===== config.mk =====
export PLATFORM = sky130hd
export DESIGN_NAME = ccw_output
export DESIGN_NICKNAME = d
export VERILOG_FILES = /design/src/rtl/ccw_output_pkg.sv /design/src/rtl/ccw_output_vc.sv /design/src/rtl/ccw_output.sv
export SDC_FILE = /design/constraint.sdc
export NUM_CORES = 1
export LEC_CHECK = 0
export BUFFER_PORTS_ARGS = -buffer_cell sky130_fd_sc_hd__buf_2
export CORE_MARGIN = 4
export CORE_UTILIZATION = 50
export DETAILED_ROUTE_END_ITERATION = 8
export PLACE_DENSITY = 0.8
export SYNTH_ARGS = -nofsm -noshare
export SYNTH_HDL_FRONTEND = slang
export SYNTH_HIERARCHICAL = 1
export SYNTH_SLANG_ARGS = --single-unit

===== constraint.sdc =====
create_clock -name clk -period 1.6 [get_ports clk]
set_input_delay 0.16 -clock clk [delete_from_list [all_inputs] [get_ports clk]]
set_output_delay 0.16 -clock clk [all_outputs]
set_load 0.02 [all_outputs]

===== src/rtl/ccw_output_pkg.sv =====
// Shared constants, VC state encoding and the hop-field update for the ccw output port.
// Combinational helpers only; no latency or flow control of its own.
package ccw_output_pkg;

  localparam int DATA_WIDTH = 64;
  localparam int HOP_MSB    = 55;
  localparam int HOP_LSB    = 48;

  typedef enum logic [1:0] {
    EMPTY = 2'b00,
    GRANT = 2'b01,
    FULL  = 2'b10
  } vc_state_e;

  typedef enum logic {
    SRC_CCW = 1'b0,
    SRC_PE  = 1'b1
  } src_e;

  // Each router consumes one hop bit by shifting the field right.
  function automatic logic [DATA_WIDTH-1:0] hop_shift(input logic [DATA_WIDTH-1:0] pkt);
    logic [DATA_WIDTH-1:0] res;
    res = pkt;
    res[HOP_MSB:HOP_LSB] = pkt[HOP_MSB:HOP_LSB] >> 1;
    return res;
  endfunction

endpackage


===== src/rtl/ccw_output_vc.sv =====
// One VC slot: round-robin grant, single-packet buffer, phase-gated launch request.
// Grant 1 cycle after request, buffer 1 cycle later; holds FULL while ccwro is low.
module ccw_output_vc
  import ccw_output_pkg::*;
#(
  parameter bit VC_ODD = 1'b0
) (
  input  logic                  clk,
  input  logic                  rst,
  input  logic                  polarity,
  input  logic                  ccwro,
  input  logic                  request_ccw,
  input  logic                  request_pe,
  input  logic [DATA_WIDTH-1:0] data_in_ccw,
  input  logic [DATA_WIDTH-1:0] data_in_pe,
  output logic                  grant_ccw,
  output logic                  grant_pe,
  output logic                  send_req,
  output logic [DATA_WIDTH-1:0] pkt
);

  vc_state_e             state_q, state_d;
  src_e                  ptr_q, ptr_d;
  src_e                  src_q, src_d;
  logic [DATA_WIDTH-1:0] buf_q, buf_d;
  logic                  grant_ccw_q, grant_ccw_d;
  logic                  grant_pe_q, grant_pe_d;
  logic                  launch;
  src_e                  win;

  // Launch one phase early so ccwso lands in the receiver's phase for this VC.
  assign launch = (state_q == FULL) && ccwro && (polarity != VC_ODD);

  always_comb begin
    state_d     = state_q;
    ptr_d       = ptr_q;
    src_d       = src_q;
    buf_d       = buf_q;
    grant_ccw_d = 1'b0;
    grant_pe_d  = 1'b0;
    win         = SRC_CCW;
    case (state_q)
      EMPTY: begin
        if (request_ccw && request_pe) begin
          win = ptr_q;
        end else if (request_pe) begin
          win = SRC_PE;
        end else begin
          win = SRC_CCW;
        end
        if (request_ccw || request_pe) begin
          src_d       = win;
          ptr_d       = (win == SRC_CCW) ? SRC_PE : SRC_CCW;
          grant_ccw_d = (win == SRC_CCW);
          grant_pe_d  = (win == SRC_PE);
          state_d     = GRANT;
        end
      end
      GRANT: begin
        buf_d   = (src_q == SRC_PE) ? data_in_pe : data_in_ccw;
        state_d = FULL;
      end
      FULL: begin
        if (launch) begin
          state_d = EMPTY;
        end
      end
      default: state_d = EMPTY;
    endcase
  end

  always_ff @(posedge clk or negedge rst) begin
    if (!rst) begin
      state_q     <= EMPTY;
      ptr_q       <= SRC_CCW;
      src_q       <= SRC_CCW;
      buf_q       <= '0;
      grant_ccw_q <= 1'b0;
      grant_pe_q  <= 1'b0;
    end else begin
      state_q     <= state_d;
      ptr_q       <= ptr_d;
      src_q       <= src_d;
      buf_q       <= buf_d;
      grant_ccw_q <= grant_ccw_d;
      grant_pe_q  <= grant_pe_d;
    end
  end

  assign grant_ccw = grant_ccw_q;
  assign grant_pe  = grant_pe_q;
  assign send_req  = launch;
  assign pkt       = hop_shift(buf_q);

endmodule


===== src/rtl/ccw_output.sv =====
// Counter-clockwise ring output: even/odd VC slots feeding one registered ccwso/ccwdo port.
// ccwso 1-2 cycles after FULL depending on phase; ccwro low stalls the VC in FULL.
module ccw_output
  import ccw_output_pkg::*;
(
  input  logic                  clk,
  input  logic                  rst,
  input  logic                  polarity,
  input  logic                  request_ccw_even,
  input  logic                  request_ccw_odd,
  input  logic                  request_pe_even,
  input  logic                  request_pe_odd,
  input  logic [DATA_WIDTH-1:0] data_in_ccw_even,
  input  logic [DATA_WIDTH-1:0] data_in_ccw_odd,
  input  logic [DATA_WIDTH-1:0] data_in_pe_even,
  input  logic [DATA_WIDTH-1:0] data_in_pe_odd,
  output logic                  grant_ccw_even,
  output logic                  grant_ccw_odd,
  output logic                  grant_pe_even,
  output logic                  grant_pe_odd,
  output logic                  ccwso,
  input  logic                  ccwro,
  output logic [DATA_WIDTH-1:0] ccwdo
);

  logic                  send_req_even, send_req_odd;
  logic [DATA_WIDTH-1:0] pkt_even, pkt_odd;
  logic                  ccwso_q, ccwso_d;
  logic [DATA_WIDTH-1:0] ccwdo_q, ccwdo_d;

  ccw_output_vc #(.VC_ODD(1'b0)) u_vc_even (
    .clk         (clk),
    .rst         (rst),
    .polarity    (polarity),
    .ccwro       (ccwro),
    .request_ccw (request_ccw_even),
    .request_pe  (request_pe_even),
    .data_in_ccw (data_in_ccw_even),
    .data_in_pe  (data_in_pe_even),
    .grant_ccw   (grant_ccw_even),
    .grant_pe    (grant_pe_even),
    .send_req    (send_req_even),
    .pkt         (pkt_even)
  );

  ccw_output_vc #(.VC_ODD(1'b1)) u_vc_odd (
    .clk         (clk),
    .rst         (rst),
    .polarity    (polarity),
    .ccwro       (ccwro),
    .request_ccw (request_ccw_odd),
    .request_pe  (request_pe_odd),
    .data_in_ccw (data_in_ccw_odd),
    .data_in_pe  (data_in_pe_odd),
    .grant_ccw   (grant_ccw_odd),
    .grant_pe    (grant_pe_odd),
    .send_req    (send_req_odd),
    .pkt         (pkt_odd)
  );

  // Launch phases are disjoint, so at most one send_req is high per cycle.
  always_comb begin
    ccwso_d = send_req_even | send_req_odd;
    ccwdo_d = ccwdo_q;
    if (send_req_odd) begin
      ccwdo_d = pkt_odd;
    end else if (send_req_even) begin
      ccwdo_d = pkt_even;
    end
  end

  always_ff @(posedge clk or negedge rst) begin
    if (!rst) begin
      ccwso_q <= 1'b0;
      ccwdo_q <= '0;
    end else begin
      ccwso_q <= ccwso_d;
      ccwdo_q <= ccwdo_d;
    end
  end

  assign ccwso = ccwso_q;
  assign ccwdo = ccwdo_q;

endmodule

; After elaboration in Yosys (flattened, before gate mapping)
; Cells that the tools add are included.
[op_classes]
n_eq_ne = 8
n_mux = 26
n_bitwise = 4
reduce_logical = 15
[ops]
columns = cell, n
row1 = $mux 64, 4
row2 = $mux 1, 16
row3 = $pmux 2 s3, 2
row4 = $mux 2, 4
row5 = $reduce_and 2->1, 4
row6 = $logic_and 1x1->1, 6
row7 = $eq 2x1->1 const B, 2
row8 = $eq 2x2->1 const B, 2
row9 = $logic_not 2->1, 2
row10 = $ne 2x1->1 const B, 2
row11 = $ne 2x2->1 const B, 2
row12 = $not 1->1, 3
row13 = $logic_or 1x1->1, 2
row14 = $reduce_bool 2->1, 1
row15 = $or 1x1->1, 1
[word_totals]
register_bits = 205
in_bits = 264
wordCells = 67

; Longest topological paths before layout
; Gate-level depths: netlist of the first run.
[depth]
depth_word = 6
depth_mapped = 6
ltp_nobuf = 4

; By module
; The synthesis of the first run kept the hierarchy.
[by_module_without_submodules]
columns = mod, instances, cells_each, area_per_inst_um2, seq_area_each_um2
row1 = ccw_output_vc (u_vc_odd), 1, 226, 3931.3, 1726.7
row2 = ccw_output_vc (u_vc_even), 1, 226, 3928.8, 1726.7
row3 = ccw_output, 1, 279, 2987.9, 1626.6

; Worst setup path after synthesis of the first run
; OpenSTA, ideal clock, no wires.
[synth_timing]
path_type = flip-flop to flip-flop
start = register u_vc_even.state_q[1]
end = register ccwdo_q[14] (netlist: ccwdo[14])
arrival_time_ns = 1.338
required_ns = 1.468
slack_ns = 0.130
stages_incl_launch_ff = 7
n_path_buf = 2
path_cell_list = dfrtp_1 nor2b_1 nor2b_1 buf_6 buf_8 mux2i_1 o21ai_1
[synth_via]
elab_chain_cells = 4
[synth_rtl]
columns = item, line
row1 = start: declaration, ccw_output_vc.sv:22  ; vc_state_e state_q, state_d;
row2 = start signal: assignment, ccw_output_vc.sv:81  ; state_q <= state_d;
row3 = $eq 2x2->1, ccw_output_vc.sv:32  ; assign launch = (state_q == FULL) && ccwro && (polarity != VC_ODD);
row4 = $logic_and 1x1->1 (2 in series), ccw_output_vc.sv:32
row5 = net send_req_even, ccw_output.sv:26  ; logic send_req_even, send_req_odd;
row6 = $reduce_bool 2->1 (no source line), -
row7 = end signal: assignment, ccw_output.sv:78  ; ccwdo_q <= ccwdo_d;
row8 = end: declaration, ccw_output.sv:29  ; logic [DATA_WIDTH-1:0] ccwdo_q, ccwdo_d;
; The timed path passes the listed nets, and every way through them passes these cells.
; A chain may end at the register's enable or synchronous reset.

; Final worst setup path of the first run
[layout_timing]
start = register u_vc_even.state_q[0]
end = register ccwdo_q[23] (netlist: ccwdo[23])
; Same word-level chain as after synthesis.

==> results of run 1 <==
## through the flow
step	hold WS, ns	setup slack, ns	std cells
finish	0.0218	0.0581	1361
global route	0.00768	-0.0142	1361
CTS	0.00165	0.0354	1356
detailed placement	0.136	-0.0578	1307
global placement	0.134	0.0726	1307
floorplan	-0.136	0.130	731
## placed cells by master, fill, tap and decap left out, types with 4 or more instances in the layout
master         count
clkbuf_16         27
buf_12            17
mux2_4           236
mux2_2            16
clkbuf_8           5
o21ai_1           63
nand2_1           67
nor2b_4            4
buf_4             12
dlygate4sd3_1      5
buf_2            327
dfrtp_1          200
mux2i_1           61
clkbuf_1           4
clkinv_2           6
nor3b_1            4
## power groups by stage
stage          Sequential (W)  Clock [W]  Combinational [W]
3_5_place_dp          0.00939          0             0.0127
5_1_grt               0.00971    0.00509             0.0139
2_1_floorplan         0.00991          0            0.00959
6_report              0.00943    0.00478             0.0131
3_3_place_gp          0.00926          0             0.0123
4_1_cts               0.00938    0.00488             0.0129
## synth_stat cells
master and number:
clkbuf_1 8, mux2_2 16, and2_1 2, o21ai_1 64, a21o_1 2, nor2b_2 2
buf_2 6, dfrtp_1 203, or2_1 1, nand2b_1 1, nor2_1 2, inv_1 2
buf_6 5, o32a_1 2, a2bb2oi_1 2, buf_12 12, buf_4 3, nor2b_1 4
nor3b_1 4, nor3_1 2, buf_8 17, mux2_4 236, a21boi_0 2, mux2i_1 64
nand2_1 67, conb_1 2
## worst register-to-register path, stage by stage (launching register included)
cell	delay (ns)
dfrtp_1	0.39
nor2b_2	0.14
nor2b_4	0.21
buf_8	0.16
buf_12	0.16
mux2i_4	0.27
o21ai_2	0.08
## registers in the layout, summed over array words and instances (netlist names)
signal / flops
u_vc_even/grant_ccw: 1
u_vc_odd/grant_ccw: 1
u_vc_odd/src_q: 1
u_vc_even/grant_pe: 1
u_vc_even/state_q: 2
ccwso: 1
u_vc_odd/grant_pe: 1
u_vc_odd/ptr_q: 1
u_vc_even/buf_q: 63
u_vc_odd/buf_q: 63
u_vc_even/src_q: 1
u_vc_even/ptr_q: 1
u_vc_odd/state_q: 2
ccwdo: 64
## cell families after synthesis
group / count (synthesis) / share of synthesized area (%)
other cells: 2 / 0.0692
mux: 316 / 40.2
compound gates: 72 / 3.58
buf+inv: 53 / 5.92
flops: 203 / 46.8
simple gates: 85 / 3.38
## worst max path at each step
stage / start / end / slack [ns] / cells after the start
after floorplan: u_vc_even/state_q[1] / ccwdo[14] / 0.13 / 6
after global placement: u_vc_even/state_q[1] / ccwdo[3] / 0.07 / 5
after detailed placement: u_vc_even/state_q[1] / ccwdo[23] / -0.06 / 5
after CTS: u_vc_even/state_q[0] / ccwdo[23] / 0.04 / 6
after global routing: u_vc_even/state_q[0] / ccwdo[23] / -0.01 / 6
final: u_vc_even/state_q[0] / ccwdo[23] / 0.06 / 6
## final cells by class
| class | count | area [um^2] |
|---|---|---|
| clock inverters | 7 | 37.5 |
| repair buffers | 368 | 2270 |
| clock buffers | 31 | 646 |
| fillers | 1582 | 7570 |
| inverters | 2 | 7.51 |
| flip-flops and latches | 203 | 5090 |
| multi-input cells | 475 | 5190 |
| well taps | 275 | 344 |
## layer usage
metal,track usage [%],routed length (um),vias to the layer above
li1,-,-,3267
met1,25.6,10800,3464
met2,38.0,13900,284
met3,4.12,1990,50
met4,5.46,689,0
met5,0,0,-
## timing repair
item,in CTS,in global routing
hold buffers,5,0
endpoints found under the hold margin,97,0
setup endpoints to repair,17,59
resized for setup,3,9
cloned,2,4
buffers inserted,4,2
==> reports/qor.csv, run 1 <==
stage,metric,value,unit
outcome,status,finished clean,
synth,ys_types,26,
global_route,antenna_found_initial,0,
synth,synth_nets,995,
setup_path,worstSetupEndpointType,flop,
timing,rsz0062_at_grt,yes,
drt,wirelength,27400,um
setup_path,worstSetupStartpointType,flop,
synth,syn_inst,731,
global_route,track_usage,21.0,%
finish,stdcell_area,13600,um^2
timing,report.final.setup_viol,0,
floorplanning,start_util,51.3,%
setup_path,r2r-end,ccwdo[23],
setup_path,reg2reg_depth,6,
power,seqPwrFrac,34.5,%
run,cap_violations,0,
timing,fin_crit_sh,96.4,%
cts,tritoncts,yes,
floorplanning,io_pins,333,
place,dpl-instance-area,12600,um^2
power,ir_drop,0.00102,V
floorplanning,chipHeight,155,um
power,p_comb_share,48.0,%
synth,syn_area,10800,um^2
drt,vias_per_cell,5.19,
setup_path,cp_cell_sequence,"nor2b_2, nor2b_4, buf_8, buf_12, mux2i_4, o21ai_2",
min_path,hold_depth,3,
power,p_int,0.0180,W
timing,tns,0,ns
setup_path,path_class,flop to flop,
synth,synth_top_area_share,46.8,%
place,gp_congestion,0.814,
power,p_total,0.0273,W
power,clkPwrFrac,17.5,%
cts,clock_latency,0.49,ns
cts,ctsLongestPathBuffers,3,
drt,via_count,7065,
power,power_switching,0.00931,W
floorplanning,die-width,155,um
drt,dr.pass1.iters,7,
cts,clk_pin_slew_worst_paths,0.06,ns
setup_path,worstPathArrival,1.91,ns
drt,drt_iter0_markers,306,
power,swShare,34.1,%
timing,fin_crit,1.54,ns
setup_path,r2r_start,u_vc_even/state_q[0],
place,port_buffers,328,
drt,ant_nets,0,
timing,clock_skew,0.00825,ns
setup_path,regToRegSetupSlack,0.06,ns
timing,drv_slew,0,
global_route,grt_overflow,0,
power,power.leakage,6.69,nW
synth,synth_largest_area_cell,dfrtp_1,
place,hpwlAfterDp,18500,um
global_route,grt_pass1_wl,40400,um
global_route,grt_pass1_vias,7602,
synth,synth.area.top_cells,"dfrtp_1 47%, mux2_4 33%, mux2i_1 5.9%, o21ai_1 3.0%, buf_8 2.4%",
finish,final_core_util,64.2,%
cts,ctsHtreeMaxLevel,1,
synth,synth_seq_cells,203,
floorplanning,dieArea,24100,um^2
finish,drive_above_1_share,60.9,%
synth,seq_area_frac_synth,46.8,%
floorplanning,num_rows,53,
floorplanning,core_region_area,21200,um^2
timing,hold_viol_final,0,
finish,syn_to_final_growth,25.2,%
cts,numCtsBuffers,22,
synth,syn_avg_cell_area,14.8,um^2
global_route,grt_max_degree,60,
timing,fmax,0.649,GHz
setup_path,crit_required,1.97,ns
setup_path,critPathMaxStageDelay,0.39,ns
setup_path,slowest_stage,dfrtp_1,
setup_path,path_delay_family,flip-flops,
power,power.density,2010,nW/um^2
synth,yosys_warnings,6,
setup_path,cp_max_fo,8,
cts,root_buffer,clkbuf_16,
finish,n_antenna_cell,0,
drt,wire_per_inst,20.1,um
drt,drc,0,
setup_path,worst-path-buf-inv,2,
min_path,hold_class,input pin to flop,
min_path,min-delay-start,data_in_pe_even[50],
min_path,whs_endpoint,u_vc_even/buf_q[50],
cts,cts.sinks,203,
finish,nets,1336,
No activity file was read; power rests on OpenSTA's default activity.
==> inputs of run 2 (changes only) <==
- clock period: 1.6 -> 2 ns (I/O delays scaled with it)
==> run 2 against run 1 <==
  * Sequential share of layout area is 1.1 points higher
  * Setup slack improved by 0.25 ns
  * Critical endpoint is now ccwdo[25]
  * Critical path depth down 1
  * Critical path type unchanged
  * Total power decreased by 23%
  * Hold slack improved by 0.040 ns
  * Non-clock buffer count fell by 17
  * Cell area fell by 2.8%
  * Sequential cell count unchanged
==> reports/qor.csv, run 2 (synthesized netlist as in run 1, its figures left out) <==
stage,metric,value,unit,change
outcome,status,finished clean,,
setup_path,path_class,flop to flop,,
global_route,antenna_found_initial,0,,unchanged
finish,final_common_cell,buf_2,,
cts,ctsLongestPathBuffers,3,,unchanged
timing,fin_crit,1.69,ns,+0.153 ns
finish,layout_common_cells,"327 x buf_2, 236 x mux2_4, 201 x dfrtp_1, 67 x nand2_1",,
global_route,grt_pass1_wl,37900,um,-6.3%
global_route,track_usage,19.5,%,-1.5 points
min_path,hold_class,input pin to flop,,
finish,largest_reg_flops,64,,unchanged
setup_path,reg2reg_depth,5,,-1
cts,cts.sinks,203,,unchanged
timing,tns,0,ns,unchanged
timing,fmax,0.590,GHz,-9.0%
setup_path,regToRegSetupSlack,0.31,ns,+0.25 ns
finish,n_antenna_cell,0,,unchanged
finish,multi_input_area,5150,um^2,-0.68%
global_route,grt_max_degree,80,,+33%
drt,drc,0,,unchanged
cts,clock_latency,0.49,ns,about the same
cts,tritoncts,yes,,
place,gp_congestion,0.799,,-1.9%
setup_path,worstPathArrival,2.05,ns,+0.14 ns
floorplanning,chipHeight,155,um,unchanged
min_path,min-delay-start,data_in_ccw_even[38],,
min_path,hold_depth,3,,unchanged
drt,via_count,6804,,-3.7%
timing,slew_headroom,62.9,%,
timing,hold_viol_final,0,,unchanged
finish,syn_to_final_growth,21.7,%,
floorplanning,io_pins,333,,unchanged
place,hpwlAfterDp,18000,um,-2.7%
finish,seqCellArea,5090,um^2,about the same
finish,stdcell_count,1342,,-1.4%
finish,fill_cells,1612,,+1.9%
setup_path,worstSetupStartpointType,flop,,
min_path,whs_endpoint,u_vc_even/buf_q[38],,
setup_path,r2r_start,u_vc_even/state_q[1],,
floorplanning,die-width,155,um,unchanged
floorplanning,dieArea,24100,um^2,unchanged
place,place_inst,1301,,-0.46%
cts,clk_pin_slew_worst_paths,0.06,ns,about the same
power,ir_drop,0.000835,V,-18%
timing,drv_slew,0,,unchanged
drt,wirelength,24900,um,-9.3%
floorplanning,core_region_area,21200,um^2,unchanged
setup_path,crit_required,2.35,ns,+0.38 ns
place,port_buffers,328,,unchanged
setup_path,cp_max_fo,33,,+25
cts,ctsHtreeMaxLevel,1,,unchanged
finish,nets,1319,,-1.3%
run,cap_violations,0,,unchanged
setup_path,worstSetupEndpointType,flop,,
power,power.leakage,6.52,nW,-2.6%
drt,dr.pass1.iters,4,,-3
drt,ant_nets,0,,unchanged
drt,wire_per_inst,18.5,um,-8.0%
finish,drive_above_1_share,59.2,%,-1.6 points
cts,numCtsBuffers,22,,unchanged
timing,tightest_slew,0.556,ns,
timing,clock_skew,0.0157,ns,+0.00747 ns
power,power.density,1600,nW/um^2,-21%
global_route,grt_pass1_vias,7233,,-4.9%
cts,root_buffer,clkbuf_16,,
timing,report.final.setup_viol,0,,unchanged
setup_path,r2r-end,ccwdo[25],,
drt,vias_per_cell,5.07,,-2.3%
timing,rsz0062_at_grt,no,,
floorplanning,start_util,51.3,%,unchanged
global_route,grt_overflow,0,,unchanged
floorplanning,num_rows,53,,unchanged
drt,drt_iter0_markers,264,,-14%
timing,fin_crit_sh,84.7,%,-12 points
-- run 2: cell count changes in the layout (fill, tap and decap cells not counted), moves of 2 or more --
cell	delta
clkbuf_8	-3
buf_12	-6
clkinv_2	-3
clkbuf_16	-4
clkbuf_1	+4
mux2i_4	-2
mux2i_1	+3
buf_4	-5
-- run 2: critical path: stages (launching register included) --
cell	delay, ns
dfrtp_1	0.45
nor2b_1	0.20
nor2b_4	0.23
buf_12	0.27
mux2i_1	0.26
o21ai_1	0.09
-- run 2: final cells by class --
cell class              count  share of cell area (%)
clock buffers              32                    4.69
clock inverters             4                   0.180
inverters                   2                  0.0568
multi-input cells         475                    39.0
flip-flops and latches    203                    38.5
well taps                 275                    2.61
repair buffers            351                    14.9
-- run 2: power breakdown --
part | switching (W) | total [W] | internal [W]
Combinational | 0.00432 | 0.00997 | 0.00566
Sequential | 0.00124 | 0.00746 | 0.00622
Clock | 0.00152 | 0.00365 | 0.00213
Total | 0.00707 | 0.0211 | 0.0140
-- run 2: worst max path at each step --
stage / from / to / slack (ns) / cells after the start
6_report: u_vc_even/state_q[1] / ccwdo[25] / 0.31 / 5
3_3_place_gp: u_vc_even/state_q[1] / ccwdo[27] / 0.39 / 5
5_1_grt: u_vc_odd/state_q[1] / ccwdo[13] / 0.23 / 5
4_1_cts: u_vc_even/state_q[1] / ccwdo[26] / 0.32 / 5
3_5_place_dp: u_vc_even/state_q[1] / ccwdo[1] / 0.35 / 5
2_1_floorplan: u_vc_even/state_q[1] / ccwdo[14] / 0.53 / 6
-- run 2: layer usage --
layer  GRT usage [%]  vias to the layer above  share of wire (%)
met3            4.23                       37                7.2
li1                -                     3233                  -
met2            34.6                      261                 49
met5               0                        -                  0
met1            24.3                     3273                 41
met4            4.79                        0                2.2
-- run 2: what timing repair did --
| action | CTS | global route |
|---|---|---|
| hold endpoints to repair | 59 | 0 |
| resized for setup | 0 | 0 |
| hold buffers | 5 | 0 |
| setup buffers | 0 | 0 |
-- run 2: per-stage QoR --
| stage | setup WS (ns) | total power [W] | cell area [um^2] | hold WS (ns) | util [%] |
|---|---|---|---|---|---|
| after global placement | 0.387 | 0.0171 | 12500 | 0.205 | 59.2 |
| after global routing | 0.231 | 0.0222 | 13200 | 0.0434 | 62.4 |
| after CTS | 0.322 | 0.0213 | 13200 | 0.0389 | 62.4 |
| after floorplan | 0.530 | 0.0156 | 10800 | -0.0956 | - |
| after detailed placement | 0.352 | 0.0175 | 12500 | 0.211 | 59.2 |
| final | 0.305 | 0.0211 | 13200 | 0.0619 | 62.4 |
